[config.mk]
export PLATFORM = sky130hd
export DESIGN_NAME = match_source_unit
export DESIGN_NICKNAME = d
export VERILOG_FILES = /design/src/rtl/match_source_unit.sv
export SDC_FILE = /design/constraint.sdc
export NUM_CORES = 1
export LEC_CHECK = 0
export BUFFER_PORTS_ARGS = -buffer_cell sky130_fd_sc_hd__buf_2
export CORE_UTILIZATION = 55
export CTS_BUF_LIST = sky130_fd_sc_hd__clkbuf_16
export CTS_CLUSTER_DIAMETER = 80
export DETAILED_ROUTE_END_ITERATION = 16
export MAX_ROUTING_LAYER = met4
export PLACE_DENSITY = 0.81
export SETUP_SLACK_MARGIN = 0.5
export SLEW_MARGIN = 20
export SYNTH_ARGS = -nofsm -noshare
export SYNTH_HDL_FRONTEND = slang
export SYNTH_SLANG_ARGS = --single-unit
[constraint.sdc]
create_clock -name clk -period 2.4 [get_ports clk]
set_input_delay 0.12 -clock clk [delete_from_list [all_inputs] [get_ports clk]]
set_output_delay 0.12 -clock clk [all_outputs]
set_load 0.01 [all_outputs]
[src/rtl/match_source_unit.sv]
// Producer side of the match/halt handshake: serial pattern detector, enabled-cycle
// counter with a programmed halt limit, and a halt flag cleared from the controller's HALT state.
module match_source_unit #(
    parameter int              PAT_W      = 4,
    parameter logic [PAT_W-1:0] PATTERN   = 4'b1011,
    parameter int              CNT_W      = 8,
    parameter int              HALT_LIMIT = 10
) (
    input  logic             clk,
    input  logic             reset,
    input  logic             din_valid,
    input  logic             din,
    input  logic             enable_count,
    input  logic [1:0]       state_in,
    input  logic             clear_halt,
    output logic             match_signal,
    output logic             halt_flag,
    output logic [CNT_W-1:0] match_count,
    output logic [PAT_W-1:0] hist
);

    localparam int FILL_W = $clog2(PAT_W + 1);
    localparam logic [1:0] ST_HALT = 2'b10;

    logic [PAT_W-1:0]  hist_q, hist_d;
    logic [FILL_W-1:0] fill_q, fill_d;
    logic              match_q, match_d;
    logic              halt_q, halt_d;
    logic [CNT_W-1:0]  count_q, count_d;

    logic clear_ok;
    assign clear_ok = halt_q && clear_halt && (state_in == ST_HALT);

    always_comb begin
        hist_d  = hist_q;
        fill_d  = fill_q;
        match_d = match_q;
        halt_d  = halt_q;
        count_d = count_q;
        if (clear_ok) begin
            // Clear wins over any din presented on the same edge.
            hist_d  = '0;
            fill_d  = '0;
            match_d = 1'b0;
            halt_d  = 1'b0;
            count_d = '0;
        end else if (halt_q) begin
            match_d = 1'b0;
        end else begin
            if (din_valid) begin
                hist_d  = {hist_q[PAT_W-2:0], din};
                fill_d  = (fill_q == FILL_W'(PAT_W)) ? fill_q : fill_q + 1'b1;
                match_d = (hist_d == PATTERN) && (fill_d == FILL_W'(PAT_W));
            end
            if (enable_count) begin
                count_d = count_q + 1'b1;
                if (count_d == CNT_W'(HALT_LIMIT)) begin
                    halt_d = 1'b1;
                end
            end
        end
    end

    always_ff @(posedge clk or posedge reset) begin
        if (reset) begin
            hist_q  <= '0;
            fill_q  <= '0;
            match_q <= 1'b0;
            halt_q  <= 1'b0;
            count_q <= '0;
        end else begin
            hist_q  <= hist_d;
            fill_q  <= fill_d;
            match_q <= match_d;
            halt_q  <= halt_d;
            count_q <= count_d;
        end
    end

    assign match_signal = match_q;
    assign halt_flag    = halt_q;
    assign match_count  = count_q;
    assign hist         = hist_q;

endmodule

==> metrics.txt <==
status=finished clean; Detailed Route WL=around 2.0 mm; endpoint class of the critical path=flop; drt pass-1 iters=4; fin crit share=0.648; post-route cell area=1160 um2; Placed Cells=145; Clock Pin Slew Worst Setup and Hold Paths=0.05 ns; worst-case reg-to-reg path depth=5; Pwr Total=1.39 mW; H-tree levels=1; Max-cap violations=0; CTS sink cnt=17; worst slew pin tran=0.647 ns; yosys warns=0; setup violators final=0; crit path capture=halt_flag; post-DP HPWL=1.42 mm; R2R Path End=halt_flag; vias in the first global route=between 700 and 800; leak pwr=0.579 nW; placed cell area=approximately 1100 um2; # DRC=0; FP Rows=14; worst-path fanout max=7; CTS tree=done; IO Port Bufs=21; die area=1900 um2; Setup Buffers After CTS=0; Die Ht=about 44 um; post-synth design cell area=953 um2; vias after detailed routing=889; Max Clock Skew=0.00270 ns; max-slew violations=0; ys flop type=dfrtp_1; 1st-iter DRT viols=19; HP Class=input port to flop; main area contributors after synthesis=dfrtp_1 45%, nand2_1 8.7%, ha_1 5.2%; Critical R2R Launch=match_count[0]; largest family of logic cells by synthesized area=simple AND/OR/NAND/NOR gates; Core Region=approximately 1600 um2; WL/cell=13.5 um; Compound-Gate Fraction of Synth Area=0.148; Synth Area in Adders=0.0525; Num CTS Buffers=3; Slew headroom=0.568; GR Overflow Total=0; critical path class=flop to flop; top-area cell type share of the netlist area=0.446; sequence of cells on the critical path=ha_1 -> or3_1 -> nand2_1 -> and3_1 -> o311a_1; CP peak stage delay=0.44 ns; Post-synth top cells=22 x nand2_1, 17 x dfrtp_1, 9 x a21oi_1, 9 x nor2_1, 9 x o21ai_0; Net Count, Synth=121; synthesized instance count=about 110; number of synthesized flops with an enable pin=0; clk_lat worst skew=0.25 ns; Post-Synth XOR/XNOR Area=0.0276; post-synthesis sequential area ratio=0.446; Worst EP arrival=1.69 ns; pwr dens=~1200 nW/um2; global-route wire length before repair=3.34 mm; Initial Util=0.612; routability cong.=0.844; CP startpoint=match_count[0]; initial antenna violation count=0; Reg2Reg Setup Slack=0.84 ns; RSZ-0062 raised after global routing=false; #FFs+latches synth=17; clk buf depth=2; io pins=22; Setup crit start kind=flop; Synth Area in Simple Gates=0.273; root buffer cell=clkbuf_16; pin count of the biggest net entering global routing=18; # diodes=0; mux contribution to synthesized area=0.0223; fin util=0.747; CP max-delay cell=dfrtp_1; chip width=43.6 um; worst path required time=2.53 ns; detailed-route vias per instance=between 5 and 6; Cell Count, Final, Fillers Out=150; min cycle time layout=1.56 ns; Antenna Nets Post-Route=0; Nets=around 150; largest area contributor in the netlist=dfrtp_1; area grow syn2layout=22.2%; achievable clock frequency=approximately 0.64 GHz; worst-case vdd ir drop=0.000778 V; syn avg cell area=8.75 um2; most common cell in the netlist=nand2_1; layout cell share with drive strength beyond 1=0.216; Yosys cell types=31; Fin. Hold Viols=0; setup tns final=0 ns; FFs w/ async S/R, synth=1.00; total track usage=0.248
[sequential cells by signal, indices dropped and copies added, names as in the netlist]
| register | count |
|---|---|
| match_count | 8 |
| halt_flag | 1 |
| hist | 4 |
| fill_q | 3 |
| match_signal | 1 |
[per-stage QoR]
stage                     setup WS [ns]  hold slack, ns
final                             0.844           0.122
after global routing              0.770           0.152
after CTS                         0.850           0.120
after detailed placement          0.869           0.242
after global placement            0.938           0.236
after floorplan                   0.938          0.0461
[worst min path at each step]
stage	from	endpoint	depth (start not counted)
after floorplan	reset	fill_q[0]	1
after global placement	reset	match_count[2]	2
after detailed placement	reset	match_count[2]	2
after CTS	din	hist[0]	3
after global routing	din	hist[0]	3
final	din	hist[0]	3
[cell type report]
class,count,area [um2]
Inverter,5,18.8
Sequential cell,17,425
Timing Repair Buffer,23,123
Clock buffer,3,75.1
Clock inverter,1,3.75
Fill cell,121,394
Multi-Input combinational cell,85,499
Tap cell,16,20.0
[placed cells by master (no fill, tap or decap), types with 2 or more instances in the layout]
| cell | synthesis | routed |
|---|---|---|
| o22ai_1 | 3 | 3 |
| a21oi_1 | 9 | 9 |
| nand2_1 | 22 | 22 |
| o21ai_0 | 9 | 9 |
| buf_2 | 2 | 21 |
| and2_4 | 2 | 2 |
| clkbuf_16 | 0 | 3 |
| nand3_1 | 2 | 2 |
| nor2_1 | 9 | 9 |
| ha_1 | 4 | 4 |
| dfrtp_1 | 17 | 17 |
| inv_1 | 5 | 6 |
| and4b_1 | 2 | 2 |
| nor2b_1 | 2 | 2 |
| nand2b_1 | 2 | 2 |
| xnor2_1 | 2 | 2 |
| nand4_1 | 2 | 2 |
[critical path: cells and delay by family (launching register included)]
kind                     cells  cell delay (ns)
adder cells (fa/ha/maj)      1             0.33
AO/OA/AOI/OAI                1             0.31
AND/OR/NAND/NOR              3             0.37
flip-flops                   1             0.44
[cells by family after synthesis]
| group | Yosys count |
|---|---|
| DFF | 17 |
| buffers and inverters | 7 |
| and+or+nand+nor | 51 |
| AOI/OAI and AO/OA | 25 |
| adders and majority gates | 4 |
| xor gates and xnor gates | 3 |
| muxes | 2 |
[layer usage]
metal	global-route usage	share of wire	up-vias
li1	-	-	435
met1	0.325	0.46	422
met2	0.376	0.49	27
met3	0.0375	0.033	5
met4	0.113	0.017	0
met5	-	0	-
[report_power, final]
part | internal [mW] | switching [mW] | leakage [nW]
registers | 0.393 | 0.140 | 0.219
clock network | 0.221 | 0.111 | 0.0423
logic | 0.246 | 0.277 | 0.317
[timing repair]
item,CTS,global route
hold buffers,1,0
gates resized for setup,0,0
endpoints found under the hold margin,17,0
Power figures use the tool's default switching activity.
